<file path="config.mk">
export PLATFORM = sky130hd
export DESIGN_NAME = sc_score_keeper
export DESIGN_NICKNAME = d
export VERILOG_FILES = /design/src/rtl/sc_pkg.sv /design/src/rtl/sc_priority_pick.sv /design/src/rtl/sc_score_keeper.sv
export SDC_FILE = /design/constraint.sdc
export NUM_CORES = 1
export LEC_CHECK = 0
export ABC_CLOCK_PERIOD_IN_PS = 7800
export CAP_MARGIN = 40
export CORE_ASPECT_RATIO = 1.2
export CORE_MARGIN = 8
export CORE_UTILIZATION = 40
export DETAILED_ROUTE_END_ITERATION = 7
export PLACE_DENSITY = 0.67
export SYNTH_ARGS = -nofsm -noshare
export SYNTH_HDL_FRONTEND = slang
export SYNTH_SLANG_ARGS = --single-unit
</file>
<file path="constraint.sdc">
create_clock -name clk -period 7.8 [get_ports clk]
set_input_delay 1.17 -clock clk [delete_from_list [all_inputs] [get_ports clk]]
set_output_delay 1.17 -clock clk [all_outputs]
set_load 0.01 [all_outputs]
</file>
<file path="src/rtl/sc_pkg.sv">
// Shared constants, grade encodings and scoring helpers for the score keeper.
package sc_pkg;

    localparam int NOTES   = 37;
    localparam int TW      = 18;
    localparam int LANE_W  = 6;
    localparam int SCORE_W = 24;
    localparam int COMBO_W = 10;

    typedef enum logic [1:0] {
        GRADE_MISS    = 2'd0,
        GRADE_OK      = 2'd1,
        GRADE_GOOD    = 2'd2,
        GRADE_PERFECT = 2'd3
    } grade_e;

    localparam int THR_PERFECT = 20;
    localparam int THR_GOOD    = 50;
    localparam int THR_OK      = 100;

    localparam logic [1:0] PTS_PERFECT = 2'd3;
    localparam logic [1:0] PTS_GOOD    = 2'd2;
    localparam logic [1:0] PTS_OK      = 2'd1;
    localparam logic [1:0] PTS_MISS    = 2'd0;

    localparam int COMBO_STEP = 10;

    function automatic logic [1:0] base_points(input grade_e g);
        case (g)
            GRADE_PERFECT: return PTS_PERFECT;
            GRADE_GOOD:    return PTS_GOOD;
            GRADE_OK:      return PTS_OK;
            default:       return PTS_MISS;
        endcase
    endfunction

    // Multiplier grows by one every COMBO_STEP hits and caps at 4.
    function automatic logic [2:0] combo_mult(input logic [COMBO_W-1:0] c);
        if (c >= COMBO_W'(3 * COMBO_STEP)) begin
            return 3'd4;
        end else if (c >= COMBO_W'(2 * COMBO_STEP)) begin
            return 3'd3;
        end else if (c >= COMBO_W'(COMBO_STEP)) begin
            return 3'd2;
        end else begin
            return 3'd1;
        end
    endfunction

endpackage

</file>
<file path="src/rtl/sc_priority_pick.sv">
// Combinational lowest-set-bit encoder: returns index of the lowest request.
module sc_priority_pick
    import sc_pkg::*;
#(
    parameter int N  = 37,
    parameter int IW = 6
) (
    input  logic [N-1:0]  req,
    output logic [IW-1:0] pick_idx,
    output logic          pick_valid
);

    // Scan upward; the first set bit found is latched by pick_valid.
    always_comb begin
        pick_idx   = '0;
        pick_valid = 1'b0;
        for (int i = 0; i < N; i++) begin
            pick_idx   = (req[i] && !pick_valid) ? IW'(i) : pick_idx;
            pick_valid = pick_valid | req[i];
        end
    end

endmodule

</file>
<file path="src/rtl/sc_score_keeper.sv">
// Captures per-lane match pulses, grades one pending lane per cycle and
// accumulates score/combo statistics in a single registered stage.
module sc_score_keeper
    import sc_pkg::*;
#(
    parameter int NOTES = sc_pkg::NOTES,
    parameter int TW    = sc_pkg::TW
) (
    input  logic                  clk,
    input  logic                  reset,
    input  logic                  clear,
    input  logic [NOTES-1:0]      match_trigger,
    input  logic [NOTES*TW-1:0]   match_time,
    output logic [23:0]           score,
    output logic [9:0]            combo,
    output logic [9:0]            max_combo,
    output logic                  grade_valid,
    output logic [1:0]            grade,
    output logic [5:0]            grade_lane,
    output logic                  overrun
);

    logic [NOTES-1:0]   pending_r;
    logic [TW-1:0]      hold_r [NOTES];
    logic [LANE_W-1:0]  svc_idx_s;
    logic               svc_valid_s;
    logic [NOTES-1:0]   svc_onehot_s;
    logic [TW-1:0]      hold_sel_s;
    logic               overrun_hit_s;

    grade_e             grade_s;
    logic [4:0]         points_s;
    logic [SCORE_W:0]   score_sum_s;
    logic [SCORE_W-1:0] score_next_s;
    logic [COMBO_W-1:0] combo_next_s;

    logic [SCORE_W-1:0] score_r;
    logic [COMBO_W-1:0] combo_r;
    logic [COMBO_W-1:0] max_combo_r;
    logic               grade_valid_r;
    grade_e             grade_r;
    logic [LANE_W-1:0]  grade_lane_r;
    logic               overrun_r;

    sc_priority_pick #(
        .N  (NOTES),
        .IW (LANE_W)
    ) u_pick (
        .req        (pending_r),
        .pick_idx   (svc_idx_s),
        .pick_valid (svc_valid_s)
    );

    // Select the lane being serviced this cycle and its held error.
    always_comb begin
        svc_onehot_s = '0;
        hold_sel_s   = '0;
        if (svc_valid_s) begin
            svc_onehot_s = NOTES'(1) << svc_idx_s;
            hold_sel_s   = hold_r[svc_idx_s];
        end else begin
            svc_onehot_s = '0;
            hold_sel_s   = '0;
        end
    end

    // A retrigger that the servicer is not consuming this edge loses a hit.
    assign overrun_hit_s = |(match_trigger & pending_r & ~svc_onehot_s);

    // Grade, multiplier and saturating accumulate for the serviced lane.
    always_comb begin
        grade_s = GRADE_MISS;
        if (hold_sel_s <= TW'(THR_PERFECT)) begin
            grade_s = GRADE_PERFECT;
        end else if (hold_sel_s <= TW'(THR_GOOD)) begin
            grade_s = GRADE_GOOD;
        end else if (hold_sel_s <= TW'(THR_OK)) begin
            grade_s = GRADE_OK;
        end else begin
            grade_s = GRADE_MISS;
        end

        points_s     = 5'(base_points(grade_s)) * 5'(combo_mult(combo_r));
        score_sum_s  = {1'b0, score_r} + (SCORE_W + 1)'(points_s);
        score_next_s = score_sum_s[SCORE_W] ? {SCORE_W{1'b1}} : score_sum_s[SCORE_W-1:0];

        if (grade_s == GRADE_MISS) begin
            combo_next_s = '0;
        end else if (combo_r == {COMBO_W{1'b1}}) begin
            combo_next_s = combo_r;
        end else begin
            combo_next_s = combo_r + COMBO_W'(1);
        end
    end

    // Capture triggers into hold/pending; a same-edge trigger beats the service clear.
    always_ff @(posedge clk) begin
        if (reset || clear) begin
            pending_r <= '0;
            for (int i = 0; i < NOTES; i++) begin
                hold_r[i] <= '0;
            end
            overrun_r <= 1'b0;
        end else begin
            for (int i = 0; i < NOTES; i++) begin
                if (match_trigger[i]) begin
                    pending_r[i] <= 1'b1;
                    hold_r[i]    <= match_time[TW*i +: TW];
                end else if (svc_onehot_s[i]) begin
                    pending_r[i] <= 1'b0;
                end
            end
            if (overrun_hit_s) begin
                overrun_r <= 1'b1;
            end
        end
    end

    // Registered grade/statistics stage; last grade and lane hold when idle.
    always_ff @(posedge clk) begin
        if (reset || clear) begin
            score_r       <= '0;
            combo_r       <= '0;
            max_combo_r   <= '0;
            grade_valid_r <= 1'b0;
            grade_r       <= GRADE_MISS;
            grade_lane_r  <= '0;
        end else if (svc_valid_s) begin
            grade_valid_r <= 1'b1;
            grade_r       <= grade_s;
            grade_lane_r  <= svc_idx_s;
            score_r       <= score_next_s;
            combo_r       <= combo_next_s;
            if (combo_next_s > max_combo_r) begin
                max_combo_r <= combo_next_s;
            end
        end else begin
            grade_valid_r <= 1'b0;
        end
    end

    assign score       = score_r;
    assign combo       = combo_r;
    assign max_combo   = max_combo_r;
    assign grade_valid = grade_valid_r;
    assign grade       = grade_r;
    assign grade_lane  = grade_lane_r;
    assign overrun     = overrun_r;

endmodule

</file>
==> results of run 1 <==
[power by group through the flow]
| stage | Combinational (mW) | Clock (mW) | Sequential [mW] |
|---|---|---|---|
| final | 2.00 | 3.96 | 4.74 |
| after global routing | 2.08 | 4.13 | 4.76 |
| after CTS | 1.96 | 3.99 | 4.74 |
| after detailed placement | 1.96 | 0 | 4.82 |
| after global placement | 1.92 | 0 | 4.82 |
| after floorplan | 0.868 | 0 | 4.77 |
[repair_timing]
item                                    CTS  global route
resized for setup                         0             4
endpoints found under the setup margin    0            11
setup buffers                             0             3
[per-layer routing]
metal | global-route usage (%) | wire, um | vias up
met3 | 6.72 | 14900 | 286
met2 | 50.3 | 76700 | 1791
met1 | 38.4 | 60300 | 14885
li1 | - | - | 13288
met4 | 14.2 | 7050 | 6
met5 | 0 | 34 | -
[cells in the mapped netlist (all sizes together) (8+ instances only)]
| cell | instances |
|---|---|
| and2 | 61 |
| o21ai | 48 |
| ha | 18 |
| nor2 | 120 |
| dfxtp | 91 |
| edfxtp | 666 |
| a211oi | 22 |
| nand3 | 157 |
| a22oi | 11 |
| or4 | 13 |
| a21oi | 123 |
| nor4 | 23 |
| a31oi | 22 |
| mux2 | 17 |
| a211o | 9 |
| nand4 | 32 |
| xor2 | 14 |
| or2 | 10 |
| nor3 | 63 |
| o31ai | 9 |
| and3 | 639 |
| nor2b | 8 |
| mux4 | 10 |
| o211ai | 22 |
| or3 | 45 |
| buf | 84 |
| inv | 48 |
| nand2 | 321 |
| o2111ai | 8 |
| o21bai | 8 |
| mux2i | 62 |
| a21o | 14 |
| a311oi | 14 |
| o311ai | 15 |
| clkbuf | 170 |
[state kept, by name, summed over array words and instances (netlist names)]
register	flops
score	24
overrun	1
grade	2
combo	10
max_combo	10
hold_r	666
pending_r	37
grade_lane	6
grade_valid	1
[critical path, stage by stage (launching register included)]
cell and delay [ns]:
dfxtp_1 0.39, nor3_2 0.42, nand2_1 0.18, o311ai_1 0.56
a211oi_4 0.23, nand3_4 0.32, buf_4 0.33, o311ai_0 0.27
a31oi_1 0.57, nand4b_1 0.14, or4_1 0.58, nand4_1 0.14
and4bb_2 0.31, o31ai_4 0.08, a21o_1 0.19, nor3_1 0.08
fa_1 0.50, ha_1 0.18, fa_1 0.23, a21o_1 0.13
a21oi_1 0.06, nor2_1 0.17, and3_1 0.27, nor2b_1 0.25
nor2b_1 0.30, nor2b_1 0.21, nor2_1 0.05, a211oi_1 0.19
[through the flow]
step / setup WS, ns / total power, mW / utilization (%) / cell area, um2 / instances
CTS: 0.332 / 10.7 / 54.2 / 48100 / 5086
finish: 0.344 / 10.7 / 54.4 / 48300 / 5123
detailed placement: 0.387 / 6.77 / 51.2 / 45500 / 4935
global placement: 0.200 / 6.74 / 50.5 / 44800 / 4901
floorplan: 1.63 / 5.64 / - / 35700 / 3106
global route: 0.00717 / 11.0 / 54.4 / 48300 / 5114
[kinds of logic after synthesis]
family | after synthesis
muxes | 89
and+or+nand+nor | 1510
DFF | 757
adders and majority gates | 21
AOI/OAI and AO/OA | 406
xor gates and xnor gates | 21
buffers and inverters | 302
[how the worst max path moves through the flow]
stage / to / startpoint / slack (ns) / depth (start not counted)
after CTS: score[2] / pending_r[21] / 0.33 / 26
final: score[23] / pending_r[21] / 0.34 / 27
after global placement: score[20] / pending_r[21] / 0.20 / 27
after global routing: score[19] / pending_r[14] / 0.007 / 27
after detailed placement: score[23] / pending_r[21] / 0.39 / 27
after floorplan: score[21] / pending_r[28] / 1.63 / 28
[cells in the final DEF (no fill, tap or decap), types with 10 or more instances in the layout]
| master | Yosys | layout |
|---|---|---|
| o211ai_1 | 22 | 22 |
| clkdlybuf4s50_1 | 0 | 758 |
| or4_1 | 12 | 12 |
| and2_1 | 60 | 59 |
| edfxtp_1 | 666 | 666 |
| nor3_1 | 61 | 58 |
| nor4_1 | 17 | 16 |
| o21ai_0 | 48 | 48 |
| buf_4 | 12 | 125 |
| mux2i_1 | 62 | 62 |
| a311oi_1 | 14 | 14 |
| a22oi_1 | 11 | 11 |
| nand2_1 | 321 | 319 |
| clkbuf_1 | 169 | 25 |
| mux2_2 | 16 | 16 |
| a21o_1 | 14 | 14 |
| mux4_2 | 10 | 10 |
| and3_1 | 639 | 638 |
| a21oi_1 | 121 | 121 |
| xor2_1 | 14 | 14 |
| ha_1 | 18 | 18 |
| a31oi_1 | 22 | 22 |
| inv_1 | 48 | 48 |
| a211oi_1 | 19 | 19 |
| o311ai_0 | 13 | 13 |
| diode_2 | 0 | 32 |
| clkbuf_16 | 0 | 84 |
| nand3_1 | 156 | 156 |
| nand4_1 | 31 | 31 |
| buf_8 | 0 | 17 |
| or3_1 | 45 | 44 |
| nor2_1 | 119 | 116 |
| buf_16 | 0 | 14 |
| dfxtp_1 | 91 | 91 |
| clkinv_1 | 0 | 12 |
[cell type report]
| type | instances | area, um2 | share of cell area (%) |
|---|---|---|---|
| Sequential cell | 757 | 21800 | 45.2 |
| Multi-Input combinational cell | 2049 | 12700 | 26.3 |
| Timing Repair Buffer | 927 | 9390 | 19.4 |
| Clock buffer | 115 | 2280 | 4.72 |
| Tap cell | 1159 | 1450 | 3.00 |
| Clock inverter | 36 | 403 | 0.835 |
| Inverter | 48 | 180 | 0.373 |
| Antenna cell | 32 | 80.1 | 0.166 |
==> impl_metrics.tcl, run 1 <==
set metrics [dict create \
    fillers 7701 \
    ir_worst_vdd_v 0.000151 \
    power_density_nw_per_um2 222 \
    synth_cell_type_count 94 \
    grt_pass1_vias 30136 \
    overflow 0 \
    synth_simple_gate_area_share_pct 23.1 \
    r2r-start "pending_r[21]" \
    worst_slew_pin_slew_ns 0.961 \
    leakage_nw 20.3 \
    cts_buffers 81 \
    core_area_um2 88700 \
    hold_path_end "grade_lane[4]" \
    globalplace.congestion 0.944 \
    nets 4591 \
    drtIter0Drc 3665 \
    ctsHoldBuffers 0 \
    synth_top_cell_by_area "edfxtp_1" \
    finalCriticalPeriod_ns 7.46 \
    initial_core_util_pct 40.2 \
    grt_max_degree 111 \
    critPathArrivalTime_ns 8.03 \
    via_per_inst 5.91 \
    drv_slew 0 \
    fmax_mhz 134 \
    synth_mux_area_share_pct 2.91 \
    boundaryPins 760 \
    ys_ff_latch 757 \
    reg2reg_to "score[23]" \
    rsz0062_at_grt "false" \
    yosysTopAreaCellShare_pct 56.1 \
    chipHeight_um 343 \
    syn_nets 3833 \
    syn2layout_area_growth_pct 35.4 \
    synth_fa_ha_area_share_pct 0.800 \
    synth-xor-area-share_pct 0.516 \
    hold_slack_ns 0.458 \
    cp_max_fo 20 \
    port_buffers 759 \
    final_antenna_net_count 0 \
    grt_pass1_wl_um 218000 \
    root_buffer "clkbuf_16" \
    drt_drc_violations_left 0 \
    dr.pass1.iters 5 \
    cp-end-kind "register" \
    synth_warnings 0 \
    synth_area_leaders "edfxtp_1 56%, and3_1 11%, dfxtp_1 5.1%, nand2_1 3.4%, nand3_1 2.2%" \
    via_count 30256 \
    finalClockSkew_ns 0.0284 \
    clk_latency_ns 0.66 \
    max_slew_margin_pct 36.0 \
    cts_tree "built" \
    finalCritPeriodShare_pct 95.6 \
    cts.sinks 757 \
    drv_cap 0 \
    worstHoldStart "grade_lane[4]" \
    cp-start-kind "register" \
    clkPwrFrac_pct 37.0 \
    r2r_cells 27 \
    syn-cell-area_um2 35700 \
    min_path_cells 2 \
    status "complete, no violations" \
    clockBufferDepth 3 \
    internal-power_mw 7.72 \
    path_clk_slew_ns 0.06 \
    gr-usage-all-layers_pct 30.6 \
    min_path_type "register to register" \
    synth_edf_count 666 \
    ys_seq_area_share_pct 61.2 \
    path_class "register to register" \
    comb_power_share_pct 18.7 \
    die-area_um2 99000 \
    rows 120 \
    setup_viol 0 \
    dp_hpwl_um 118000 \
    postSynthCellCount 3106 \
    required_ns 8.37 \
    worst-r2r-setup-slack_ns 0.34 \
    tns_ns 0 \
    die_w_um 289 \
    synth-async-reset-ratio_pct 0 \
    h-tree-depth 3 \
    antenna_found_initial 32 \
    power_switching_mw 2.98 \
    synth_compound_area_share_pct 7.91 \
    pwr-share-seq_pct 44.3 \
    drive_above_1_share_pct 9.26 \
    synth.avg_cell_area_um2 11.5 \
    p_sw_share_pct 27.9 \
    finalHoldViolations 0 \
    wl_per_cell_um 31.0 \
    drt-total-wl_um 159000 \
    synth_top_family_by_area "simple AND/OR/NAND/NOR gates" \
    ys.flop_type "edfxtp_1" \
]
Note: power is estimated with default switching activity, not from simulation.
==> inputs of run 2 (changes only) <==
==> constraint.sdc (replaced) <==
create_clock -name clk -period 7.8 [get_ports clk]
set_input_delay 1.56 -clock clk [delete_from_list [all_inputs] [get_ports clk]]
set_output_delay 1.56 -clock clk [all_outputs]
set_load 0.01 [all_outputs]
==> impl_metrics.tcl, run 2 (synthesis gave the netlist of run 1 again) <==
set metrics [dict create \
    status "complete, no violations" \
    max_slew_margin_pct 34.4 \
    finalClockSkew_ns 0.0238 \
    clockBufferDepth 3 \
    clkPwrFrac_pct 36.4 \
    grt_pass1_wl_um 218000 \
    cts-resized-gates 0 \
    grt_max_degree 193 \
    min_path_type "register to register" \
    comb_power_share_pct 18.9 \
    critPathArrivalTime_ns 7.99 \
    finalCriticalPeriod_ns 7.50 \
    drv_slew 0 \
    die_w_um 289 \
    power_density_nw_per_um2 220 \
    wl_met3_um 15400 \
    dr.pass1.iters 6 \
    rows 120 \
    final_common_cell "clkdlybuf4s50_1" \
    drt_drc_violations_left 0 \
    p_sw_share_pct 27.7 \
    dp_slack_ns 0.455 \
    boundaryPins 760 \
    met2_wirelength_um 76400 \
    die-area_um2 99000 \
    setup_viol 0 \
    total_power_mw 10.6 \
    dr.max_layer_used "met5" \
    cp_top_family "simple AND/OR/NAND/NOR gates" \
    cts_buffers 78 \
    final.setup.worst_slack_ns 0.302 \
    finalCritPeriodShare_pct 96.1 \
    initial_core_util_pct 40.2 \
    largest_register_ffs 666 \
    via_count 30445 \
    wl_per_cell_um 31.0 \
    root_buffer "clkbuf_16" \
    layout_common_cells "758 x clkdlybuf4s50_1, 666 x edfxtp_1, 638 x and3_1, 319 x nand2_1, 156 x nand3_1" \
    rsz0062_at_grt "false" \
    clk_latency_ns 0.65 \
    final_antenna_net_count 0 \
    cp_max_fo 41 \
    h-tree-depth 3 \
    cp-start-kind "register" \
    via_per_inst 5.95 \
    gr-usage-all-layers_pct 30.6 \
    port_buffers 759 \
    met1_length_um 59300 \
    antenna_found_initial 39 \
    grt_pass1_vias 30167 \
    hold_slack_ns 0.458 \
    cts_tree "built" \
    finalHoldViolations 0 \
    syn2layout_area_growth_pct 35.0 \
    chipHeight_um 343 \
    worst_slew_pin_slew_ns 0.972 \
    path_buf_inv 1 \
    path_clk_slew_ns 0.06 \
    leakage_nw 20.3 \
    drive_above_1_share_pct 9.13 \
    required_ns 8.30 \
    ctsHoldBuffers 0 \
    drt-total-wl_um 158000 \
    drv_cap 0 \
    top_register "hold_r" \
    final_util_pct 54.3 \
    tns_ns 0 \
    fillers 7553 \
    internal-power_mw 7.67 \
    cp-end-kind "register" \
    overflow 0 \
    power_switching_mw 2.94 \
    drtIter0Drc 3697 \
    slowest_delay_ns 0.74 \
    path_class "register to register" \
    dp_hpwl_um 119000 \
    ir_worst_vdd_v 0.000147 \
    pwr-share-seq_pct 44.7 \
    core_area_um2 88700 \
    cp_slowest_cell "and3_4" \
    post_cts_buffers 0 \
    fmax_mhz 133 \
    globalplace.congestion 0.931 \
    cts.sinks 757 \
    nets 4588 \
]
## run 2: cell count changes in the layout (fill, tap and decap cells not counted), sizes merged, moves of 2 or more
cell / previous run / this run
and3: 641 / 639
diode: 32 / 34
clkinv: 24 / 26
buf: 168 / 170
clkbuf: 115 / 104
## run 2: worst reg2reg max path, stage by stage, from the launching register on
cell      delay [ns]
dfxtp_1         0.48
nor3_1          0.13
and4_1          0.36
o2111a_1        0.23
a211oi_4        0.45
and3_4          0.74
buf_4           0.35
o311ai_0        0.20
a31oi_1         0.41
nand4b_1        0.13
or4_1           0.53
nand4_1         0.18
and4bb_2        0.32
o31ai_4         0.07
a21o_1          0.22
nor3_1          0.10
fa_1            0.47
ha_1            0.24
fa_1            0.41
a21o_1          0.20
a21oi_1         0.15
nor2_1          0.08
and3_1          0.20
nor2b_1         0.16
nor2b_1         0.18
nand4_1         0.11
xor2_1          0.16
a21oi_1         0.09
## run 2: worst paths after layout
kind / from / end / cells past startpoint / slack [ns]
worst max register to register: pending_r[10] / score[19] / 27 / 0.30
worst min register to register: grade_lane[4] / grade_lane[4] / 2 / 0.46
worst max-delay path: pending_r[10] / score[19] / 27 / 0.30
worst min-delay path: grade_lane[4] / grade_lane[4] / 2 / 0.46
## run 2: final cells by class
cell class,instances,area (um2),share of cell area (%)
well taps,1159,1450,3.01
diodes,34,85.1,0.177
repair buffers,929,9400,19.5
flip-flops and latches,757,21800,45.3
clock inverters,37,347,0.720
clock buffers,104,2240,4.65
inverters,48,180,0.374
multi-input cells,2047,12600,26.2
## run 2: stage by stage
step	cells	area, um2
CTS	5080	48100
global placement	4906	44900
finish	5115	48200
floorplan	3106	35700
detailed placement	4939	45500
global route	5105	48100
## run 2: power by group through the flow
stage               sequential, mW  clock [mW]  combinational [mW]
detailed placement            4.82           0                1.97
finish                        4.74        3.86                2.01
CTS                           4.74        3.89                1.98
global placement              4.82           0                1.93
global route                  4.76        4.02                2.08
floorplan                     4.77           0               0.868
## run 2: layer usage
metal / track usage [%] / vias to the layer above
met5: 0 / -
met4: 14.8 / 14
met3: 6.59 / 319
met2: 50.4 / 1895
met1: 38.0 / 14956
li1: - / 13261
